### config.mk
export PLATFORM = sky130hd
export DESIGN_NAME = decoder2_4_seq
export DESIGN_NICKNAME = d
export VERILOG_FILES = /design/src/rtl/decoder2_4_seq.sv
export SDC_FILE = /design/constraint.sdc
export NUM_CORES = 1
export LEC_CHECK = 0
export CELL_PAD_IN_SITES_DETAIL_PLACEMENT = 1
export CELL_PAD_IN_SITES_GLOBAL_PLACEMENT = 1
export CORE_UTILIZATION = 37
export DETAILED_ROUTE_END_ITERATION = 6
export PLACE_DENSITY_LB_ADDON = 0.1
export SKIP_LAST_GASP = 1
export SLEW_MARGIN = 20
export SYNTH_ARGS = -nofsm -noshare
export SYNTH_HDL_FRONTEND = slang
export SYNTH_SLANG_ARGS = --single-unit
export TNS_END_PERCENT = 100
### constraint.sdc
create_clock -name clk -period 2 [get_ports clk]
set_input_delay 0.5 -clock clk [delete_from_list [all_inputs] [get_ports clk]]
set_output_delay 0.5 -clock clk [all_outputs]
set_load 0.02 [all_outputs]
### src/rtl/decoder2_4_seq.sv
// Registered 2-to-4 one-hot decoder with enable: single timed pulse of line A,
// or a rotating scan across all four lines, each value held for HOLD cycles.
module decoder2_4_seq #(
  parameter int HOLD = 4,
  parameter int CW   = 8
) (
  input  logic       clk,
  input  logic       rst,
  input  logic [1:0] A,
  input  logic       E,
  input  logic       load,
  input  logic       scan,
  output logic [3:0] Y,
  output logic       busy,
  output logic       done
);

  typedef enum logic [1:0] {
    IDLE = 2'd0,
    HOLD_ST = 2'd1,
    SCAN = 2'd2
  } state_t;

  localparam logic [CW-1:0] RELOAD = CW'(HOLD - 1);

  state_t        state_q, state_d;
  logic [CW-1:0] cnt_q, cnt_d;
  logic [1:0]    idx_q, idx_d;
  logic [3:0]    y_q, y_d;
  logic          busy_q, busy_d;
  logic          done_q, done_d;

  // NOTE: every always_comb output gets a default first, so no path can leave
  // a signal unassigned and infer a latch.
  always_comb begin
    state_d = state_q;
    cnt_d   = cnt_q;
    idx_d   = idx_q;
    y_d     = y_q;
    busy_d  = busy_q;
    done_d  = 1'b0;

    unique case (state_q)
      IDLE: begin
        y_d    = 4'b0000;
        busy_d = 1'b0;
        if (E && load) begin
          y_d     = 4'b0001 << A;
          cnt_d   = RELOAD;
          busy_d  = 1'b1;
          state_d = HOLD_ST;
        end else if (E && scan) begin
          idx_d   = 2'd0;
          y_d     = 4'b0001;
          cnt_d   = RELOAD;
          busy_d  = 1'b1;
          state_d = SCAN;
        end
      end

      HOLD_ST: begin
        if (!E) begin
          y_d     = 4'b0000;
          busy_d  = 1'b0;
          state_d = IDLE;
        end else if (cnt_q != '0) begin
          cnt_d = cnt_q - 1'b1;
        end else begin
          y_d     = 4'b0000;
          busy_d  = 1'b0;
          done_d  = 1'b1;
          state_d = IDLE;
        end
      end

      SCAN: begin
        // Abort wins over slot completion, so a dropped enable never yields done.
        if (!E) begin
          y_d     = 4'b0000;
          busy_d  = 1'b0;
          state_d = IDLE;
        end else if (cnt_q != '0) begin
          cnt_d = cnt_q - 1'b1;
        end else if (scan) begin
          idx_d = idx_q + 2'd1;
          y_d   = 4'b0001 << (idx_q + 2'd1);
          cnt_d = RELOAD;
        end else begin
          y_d     = 4'b0000;
          busy_d  = 1'b0;
          done_d  = 1'b1;
          state_d = IDLE;
        end
      end

      default: begin
        y_d     = 4'b0000;
        busy_d  = 1'b0;
        state_d = IDLE;
      end
    endcase
  end

  // NOTE: sequential state uses non-blocking assignments so all registers
  // update together from values sampled before the edge.
  always_ff @(posedge clk) begin
    if (rst) begin
      state_q <= IDLE;
      cnt_q   <= '0;
      idx_q   <= 2'd0;
      y_q     <= 4'b0000;
      busy_q  <= 1'b0;
      done_q  <= 1'b0;
    end else begin
      state_q <= state_d;
      cnt_q   <= cnt_d;
      idx_q   <= idx_d;
      y_q     <= y_d;
      busy_q  <= busy_d;
      done_q  <= done_d;
    end
  end

  assign Y    = y_q;
  assign busy = busy_q;
  assign done = done_q;

endmodule
==> impl_results.md, run 1 <==
- Count of cell types in the netlist: 40
- Initial antenna violation count: 0
- Core box area: 0.00285 mm2
- Drc violations: 0
- First-pass GRT wire length: 5410 um
- Fin. Hold Viols: 0
- Io pins: 13
- Core Util, Final: 52.6%
- Power consumption: 1.05 mW
- Setup slack after layout: 0.0290 ns
- Post-place setup slack: -0.335 ns
- Max-cap violations: 0
- Post-Synthesis Cells: 145
- Flop and latch count out of synthesis: 18
- Leakage power: 0.604 nW
- Post-synth ARST share: 0%
- RSZ-0062 raised after global routing: yes
- Tightest Hold Check Type: reg -> reg
- CP Cell Sequence: inv_1 -> ha_1 -> or4b_1 -> o221ai_4 -> a21oi_1 -> o21ai_0 -> a21oi_1
- Starting Density: 40.5%
- Delay-heaviest family, CP: compound AO/OA/AOI/OAI gates
- Max FO, Critical Path: 6
- CP max-delay cell: or4b_1
- Register area share after synthesis: 31.2%
- Fill cell count: 368
- Layout net count: 192
- Worst reg2reg startpoint: cnt_q[0]
- Post-DRT Antenna Nets: 0
- Reg2Reg Setup Slack: 0.03 ns
- PD cells: 702 mW/mm2
- Hold WS: 0.513 ns
- Row count: 19
- CTS Buf Count: 3
- Synth Flop Type: dfxtp_1
- Fmax: 507 MHz
- Minimum clock period: 1.97 ns
- Max-slew violations: 0
- H-tree levels: 1
- Critical path arrival: 2.17 ns
- Number of synthesized flops with an enable pin: 0
- Antenna cells: 0
- CTS root buf: clkbuf_4
- Layout Area Growth over Synthesis: 29.9%
- Worst endpoint required time: 2.20 ns
- Pin count of the biggest net entering global routing: 11
- Routed wire per std cell: 16.2 um
- Ranking of synthesized cells by area: dfxtp_1, ha_1, a21oi_1
- Number of port buffers: 12
- Ys Warns: 0
- Hold Path End: Y[0]
- CTS tree: done
- Mapped Avg Cell Area: 7.97 um2
- Clock skew: 0.00475 ns
- Worst setup EP type: register
- Post-Syn Area: 0.00116 mm2
- Share of cells above drive strength 1: 20.7%
- Drt first-iter violations: 29
- Max Root-Sink Buffers: 2
- Fin area: 0.00150 mm2
- Most frequent cells in the layout: buf_4, nor2_1, dfxtp_1
- Hold depth: 2
- Clk_lat worst skew: 0.30 ns
- Mapped Nets: 162
- Period utilization: 98.5%
- TritonCTS Sinks: 18
- Hold path start: Y[0]
- Die W: 57.9 um
- HPWL Detailed: 2470 um
- Setup CP Type: reg -> reg
- Worst-case vdd ir drop: 0.000315 V
- Most common cell after layout, fill and taps aside: buf_4
- DR vias/cell: 5.79
- CP most frequent cell: a21oi_1
- Gpl congestion: 0.851
- Critical R2R Capture: cnt_q[4]
- WP buf/inv: 1
- Setup-failing EPs final: 0
- Rel. slew slack: 72.6%
- Via count: 1,187
- Number of global-route vias before repair: 1,144
- Share of the synthesized area in the top cell type: 31.2%
- Max incr delay on CP: 0.55 ns
- Worst Setup Start Kind: register
- Status: finished clean
- Clock transition at path regs: 0.12 ns
- GRT Overall Usage: 20.9%
- Placed Area: 0.00142 mm2
- Worst Tran Pin Value: 0.400 ns
- Yosys top cell by area: dfxtp_1
- CTS hold repair buffers: 0
- Chip height: 57.9 um
- Grt total ovfl: 0
- Die ar.: 0.00335 mm2
- Worst reg2reg path depth: 7
- DR pass1 iterations: 4
- Routed WL: 3320 um
## logic make-up (layout without fill, tap and decap cells)
| logic type | after synthesis | after routing | synth area share (%) |
|---|---|---|---|
| muxes | 1 | 1 | 0.866 |
| and+or+nand+nor | 55 | 55 | 25.8 |
| adders and majority gates | 10 | 10 | 10.8 |
| AOI/OAI and AO/OA | 48 | 48 | 26.9 |
| DFF | 18 | 18 | 31.2 |
| buffers and inverters | 13 | 42 | 4.44 |
## metal layers
layer,GRT usage [%],share of wire (%)
met2,31.5,44
met4,6.12,0.87
met5,0,0
met3,2.01,1.2
met1,31.6,54
## where the power goes
group          switching (mW)  internal (mW)  total (mW)
combinational           0.229          0.178       0.407
sequential             0.0198          0.384       0.403
clock                   0.133          0.111       0.244
total                   0.382          0.673        1.05
## state kept, by name, indices dropped and copies added, names as in the netlist
name	count
Y	4
busy	1
cnt_q	8
done	1
idx_q	2
state_q	2
## synthesized netlist by cell type, types with 2 or more instances
library cell and n:
inv_1 8, or3_1 2, o211ai_1 3, a31oi_1 2, a21oi_1 13, or4_1 2
o21ai_0 13, nor2_1 17, o21a_1 3, buf_2 2, nand3_1 6, ha_1 10
dfxtp_1 18, a211oi_1 2, and3_1 2, clkbuf_1 3, o32ai_1 2, nor3_1 3
nand2_1 13
## area by class of cell
| type | instances | area [um2] | share of cell area (%) |
|---|---|---|---|
| Sequential cell | 18 | 364 | 24.2 |
| Multi-Input combinational cell | 114 | 777 | 51.7 |
| Timing Repair Buffer | 30 | 255 | 17.0 |
| Tap cell | 31 | 38.8 | 2.58 |
| Inverter | 8 | 30.0 | 2.00 |
| Clock buffer | 4 | 36.3 | 2.42 |
## stage by stage
step	instances	setup TNS (ns)
finish	205	0
global route	205	-0.0515
CTS	204	0
detailed placement	200	-2.29
global placement	200	-1.20
floorplan	145	0
## what timing repair did
item,CTS,global route
pin swaps,1,1
setup endpoints to repair,1,10
endpoints found under the hold margin,0,0
buffers inserted,0,1
resized for setup,0,10
## worst min-delay path, cell delays in order, from the launching register on
cell and delay [ns]:
dfxtp_1 0.33, nor2_1 0.10, a211oi_1 0.05
## worst max-delay path by stage
stage | from | endpoint | slack [ns] | cells past startpoint
6_report | cnt_q[0] | cnt_q[4] | 0.03 | 7
5_1_grt | cnt_q[0] | cnt_q[4] | -0.04 | 7
4_1_cts | scan | cnt_q[7] | 0.004 | 6
3_5_place_dp | scan | cnt_q[7] | -0.34 | 6
3_3_place_gp | scan | cnt_q[7] | -0.21 | 6
2_1_floorplan | state_q[1] | cnt_q[6] | 0.09 | 7
No activity file was read; power rests on OpenSTA's default activity.
==> inputs of run 2 (changes only) <==
- CORE_UTILIZATION: 37 -> 40
- DONT_BUFFER_PORTS: default -> 1
==> run 2 against run 1 <==
Against the previous run:
- routed wire length shrank 7.4%
- die area is 7.3% lower
- clock power grew 2%
- flip-flop and latch count unchanged
- clock skew grew 0.0069 ns
- critical path depth is the same
- maximum frequency grew 3.8%
- register-to-register slack better by 0.07 ns
==> impl_results.md, run 2 (synthesized netlist as in run 1, its figures left out) <==
- Drt first-iter violations: 20 (-31%)
- Most frequent cells in the layout: dfxtp_1, nor2_1, o21ai_0, nand2_1
- Fmax: 527 MHz (+3.8%)
- Fin. Hold Viols: 0 (unchanged)
- Max Root-Sink Buffers: 2 (unchanged)
- Final Non-Filler Cells: 187 (-8.8%)
- Fin area: 0.00132 mm2 (-12%)
- Reg2Reg Setup Slack: 0.10 ns (+0.07 ns)
- Post-DRT Antenna Nets: 0 (unchanged)
- Routed wire per std cell: 16.4 um (+1.5%)
- Max-cap violations: 0 (unchanged)
- Tightest Hold Check Type: in -> reg
- Worst Setup Start Kind: register
- First-pass GRT wire length: 5340 um (-1.3%)
- Starting Density: 41.9% (+1.4 points)
- Antenna cells: 0 (unchanged)
- DR pass1 iterations: 4 (unchanged)
- Critical path arrival: 2.11 ns (-0.06 ns)
- Setup-failing EPs final: 0 (unchanged)
- Number of flip-flops in the largest register: 8 (unchanged)
- Clk_lat worst skew: 0.32 ns (+0.02 ns)
- Number of global-route vias before repair: 1,129 (-1.3%)
- CTS root buf: clkbuf_4
- Worst endpoint required time: 2.21 ns (about the same)
- Worst Tran Pin Value: 0.302 ns (-0.0983 ns)
- Die ar.: 0.00311 mm2 (-7.3%)
- CTS tree: done
- Max-slew violations: 0 (unchanged)
- Setup slack after layout: 0.102 ns (+0.0729 ns)
- Worst setup EP type: register
- Routed WL: 3080 um (-7.4%)
- Worst-case vdd ir drop: 0.000490 V (+55%)
- Via count: 1,121 (-5.6%)
- Initial antenna violation count: 0 (unchanged)
- H-tree levels: 1 (unchanged)
- HPWL Detailed: 2370 um (-4.1%)
- Top layer used by detailed routing: met4
- Core Util, Final: 48.0% (-4.7 points)
- Layout net count: 174 (-9.4%)
- TritonCTS Sinks: 18 (unchanged)
- Post-place setup slack: 0.0316 ns (+0.367 ns)
- Setup CP Type: reg -> reg
- Drc violations: 0 (unchanged)
- Clock transition at path regs: 0.13 ns (about the same)
- Placed Area: 0.00126 mm2 (-11%)
- Io pins: 13 (unchanged)
- Number of port buffers: 0 (-12)
- Most flops, register: cnt_q
- DR vias/cell: 5.99 (+3.5%)
- Gpl congestion: 0.786 (-7.7%)
- Status: finished clean
- Clock skew: 0.0117 ns (+0.00694 ns)
- Chip height: 55.8 um (-3.7%)
- Met2 WL post-DR: 1370 um (-6.9%)
- Met3 WL post-DR: 74 um (+90%)
- Grt total ovfl: 0 (unchanged)
- Share of cells above drive strength 1: 17.3% (-3.4 points)
- Core box area: 0.00276 mm2 (-3.3%)
- Max FO, Critical Path: 6 (unchanged)
- Setup Total Neg Slack: 0 ns (unchanged)
- GRT Overall Usage: 22.0% (+1.1 points)
- CTS hold repair buffers: 0 (unchanged)
- CTS Buf Count: 3 (unchanged)
- Die W: 55.8 um (-3.7%)
- M1 WL: 1570 um (-12%)
- RSZ-0062 raised after global routing: yes
- Minimum clock period: 1.90 ns (-0.0729 ns)
- Period utilization: 94.9% (-3.6 points)
- Layout Area Growth over Synthesis: 14.4%
- Rel. slew slack: 79.4% (+6.7 points)
- Pin count of the biggest net entering global routing: 21 (+10)
- PD cells: 767 mW/mm2 (+9.1%)
- Leakage power: 0.524 nW (-13%)
- Cells after DPL: 183 (-8.5%)
- Post-CTS setup buffers: 0 (unchanged)
- Row count: 19 (unchanged)
-- run 2: cell types whose count changed in the layout (fill, tap and decap cells not counted) --
cell	before	now
buf_4	18	12
o21ai_1	2	1
clkdlybuf4s50_1	12	0
dfxtp_2	3	1
a21oi_1	11	12
a21oi_2	2	1
ha_2	1	0
o221a_2	0	1
or4b_4	0	1
ha_1	9	10
o21ai_0	12	13
or4b_1	1	0
dfxtp_1	15	17
o221a_4	1	0
-- run 2: worst max-delay path: stages (launching register included) --
cell and delay, ns:
dfxtp_1 0.33, inv_1 0.08, ha_1 0.21, or4b_4 0.51, o221a_2 0.32, o21a_1 0.12, o21ai_0 0.15, a21oi_1 0.08
-- run 2: power by group --
group | internal (mW) | switching [mW] | total, mW
clock | 0.111 | 0.138 | 0.249
combinational | 0.157 | 0.199 | 0.356
sequential | 0.382 | 0.0267 | 0.409
-- run 2: per-layer routing --
metal	up-vias	global-route usage [%]
met5	-	0
met4	0	9.64
met3	4	3.72
met2	14	35.6
met1	551	28.8
li1	552	-
-- run 2: path summary, 6_finish.rpt --
check             startpoint  endpoint  depth (start not counted)
hold / removal           rst  idx_q[0]                          1
setup reg to reg    cnt_q[1]  cnt_q[6]                          7
hold reg to reg     idx_q[1]  idx_q[1]                          2
setup / recovery    cnt_q[1]  cnt_q[6]                          7
-- run 2: area by class of cell --
cell class | instances | area (um2)
Multi-Input combinational cell | 114 | 766
Inverter | 8 | 30.0
Sequential cell | 18 | 362
Clock buffer | 4 | 36.3
Timing Repair Buffer | 12 | 90.1
Fill cell | 351 | 1440
Tap cell | 31 | 38.8
-- run 2: stage by stage --
stage / power, mW / hold WS [ns]
final: 1.01 / 0.226
after detailed placement: 0.755 / 0.521
after global placement: 0.744 / 0.499
after CTS: 1.00 / 0.231
after global routing: 1.07 / 0.227
after floorplan: 0.637 / 0.483
-- run 2: what timing repair did --
item                                   CTS  global route
setup endpoints to repair                0             6
endpoints found under the hold margin    0             0
gates resized for setup                  0             5
==> inputs of run 3 (changes only) <==
- PLACE_DENSITY: default -> 0.8
- PLACE_DENSITY_LB_ADDON: 0.1 -> default
==> run 3 against run 2 <==
Against the previous run:
- die area is the same
- power shrank 2.4%
- sequential power is essentially flat
- flip-flop and latch count is the same
- maximum frequency shrank 3.8%
- combinational power shrank 5%
- final area shrank 0.57%
- global-route usage shrank 0.83 points
- register-to-register slack lost 0.08 ns
- critical path type unchanged
- largest power group unchanged
==> impl_results.md, run 3 (synthesized netlist as in run 1, its figures left out) <==
- Status: finished clean
- Number of flip-flops in the largest register: 8 (unchanged)
- Worst reg2reg path depth: 7 (unchanged)
- Clk_lat worst skew: 0.31 ns (about the same)
- Tightest Hold Check Type: in -> reg
- Setup-failing EPs final: 0 (unchanged)
- PD cells: 753 mW/mm2 (-1.8%)
- Grt total ovfl: 0 (unchanged)
- Max FO, Critical Path: 9 (+3)
- Met1 Use GR: 25.5% (-3.4 points)
- Post-DRT Antenna Nets: 0 (unchanged)
- Max-cap violations: 0 (unchanged)
- Worst Tran Pin Value: 0.357 ns (+0.0554 ns)
- Final Non-Filler Cells: 185 (-1.1%)
- Number of global-route vias before repair: 1,108 (-1.9%)
- Die W: 55.8 um (unchanged)
- Number of port buffers: 0 (unchanged)
- Fmax: 507 MHz (-3.8%)
- RSZ-0062 raised after global routing: yes
- Fin area: 0.00132 mm2 (-0.57%)
- Die ar.: 0.00311 mm2 (unchanged)
- Routed wire per std cell: 17.2 um (+4.4%)
- Routed WL: 3180 um (+3.3%)
- Antenna cells: 0 (unchanged)
- Drt first-iter violations: 23 (+15%)
- Period utilization: 98.7% (+3.8 points)
- Clock transition at path regs: 0.11 ns (-0.02 ns)
- Rel. slew slack: 75.9% (-3.4 points)
- Leakage power: 0.522 nW (-0.35%)
- Placed Area: 0.00124 mm2 (-1.8%)
- Clock skew: 0.00494 ns (-0.00676 ns)
- Worst setup EP type: register
- Worst-case vdd ir drop: 0.000562 V (+15%)
- Met2 usage: 37.5% (+1.9 points)
- Row count: 19 (unchanged)
- Core Util, Final: 47.7% (-0.27 points)
- Power consumption: 0.990 mW (-2.4%)
- Starting Density: 41.9% (unchanged)
- First-pass GRT wire length: 5120 um (-4.1%)
- HPWL Detailed: 2340 um (-1.3%)
- Max-slew violations: 0 (unchanged)
- Core box area: 0.00276 mm2 (unchanged)
- Most crowded layer after global routing: met2
- Minimum clock period: 1.97 ns (+0.0754 ns)
- Max Root-Sink Buffers: 2 (unchanged)
- DR pass1 iterations: 3 (-1)
- Via count: 1,105 (-1.4%)
- Worst endpoint required time: 2.24 ns (+0.03 ns)
- Register area: 362 um2 (unchanged)
- Post-place setup slack: 0.0282 ns (-0.00347 ns)
- Worst Setup Start Kind: register
- Fin. Hold Viols: 0 (unchanged)
- CTS tree: done
- Layout Area Growth over Synthesis: 13.7%
- Hold WS: 0.236 ns (+0.0105 ns)
- Io pins: 13 (unchanged)
- Multi-input logic area: 773 um2 (+0.98%)
- Most frequent cells in the layout: dfxtp_1, nor2_1, a21oi_1
- Initial antenna violation count: 0 (unchanged)
- Setup CP Type: reg -> reg
- DR vias/cell: 5.97 (-0.36%)
- Routing usage on met3: 2.33% (-1.4 points)
- CTS root buf: clkbuf_4
- GRT Overall Usage: 21.2% (-0.83 points)
- CTS Buf Count: 3 (unchanged)
- Setup Total Neg Slack: 0 ns (unchanged)
- TritonCTS Sinks: 18 (unchanged)
- Gpl congestion: 0.780 (-0.71%)
- Setup slack after layout: 0.0265 ns (-0.0754 ns)
- Critical path arrival: 2.21 ns (+0.10 ns)
- Chip height: 55.8 um (unchanged)
- CTS hold repair buffers: 0 (unchanged)
- Hold depth: 1 (unchanged)
- Layout net count: 172 (-1.1%)
- Most flops, register: cnt_q
- Cells after DPL: 180 (-1.6%)
- H-tree levels: 1 (unchanged)
- Fill cell count: 351 (unchanged)
- Drc violations: 0 (unchanged)
- Share of cells above drive strength 1: 16.2% (-1.1 points)
- Pin count of the biggest net entering global routing: 21 (unchanged)
[run 3: changes by cell type in the layout (fill, tap and decap cells not counted), sizes merged]
cell,previous run,this run
buf,12,10
[run 3: worst paths after layout]
kind              start        to  slack [ns]
max          state_q[1]  cnt_q[5]        0.03
min                 rst  cnt_q[1]        0.24
max reg2reg  state_q[1]  cnt_q[5]        0.03
min reg2reg    cnt_q[1]  cnt_q[1]        0.53
[run 3: power by group]
group / internal (mW) / switching, mW
logic: 0.142 / 0.197
registers: 0.382 / 0.0291
clock network: 0.111 / 0.128
[run 3: critical path, cell delays in order (launching register included)]
cell and delay, ns:
dfxtp_1 0.38, inv_1 0.09, ha_1 0.21, buf_4 0.17, a21oi_1 0.27, o21ai_2 0.18, or4_1 0.43, a31oi_1 0.17
[run 3: layout make-up]
cell class	instances	area share, %
repair buffers	10	5.71
multi-input cells	114	58.8
inverters	8	2.28
clock buffers	4	2.76
flip-flops and latches	18	27.5
well taps	31	2.95
[run 3: layer usage]
layer  wire [um]  share of wire, %  vias up
li1            -                 -      553
met1        1440                45      537
met2        1620                51       10
met3          54               1.7        5
met4          57               1.8        0
met5           0                 0        -
[run 3: repair_timing]
item                       4_1_cts  5_1_grt
buffers inserted                 0        1
setup endpoints to repair        1       10
resized for setup                1        6
pin swaps                        0        1
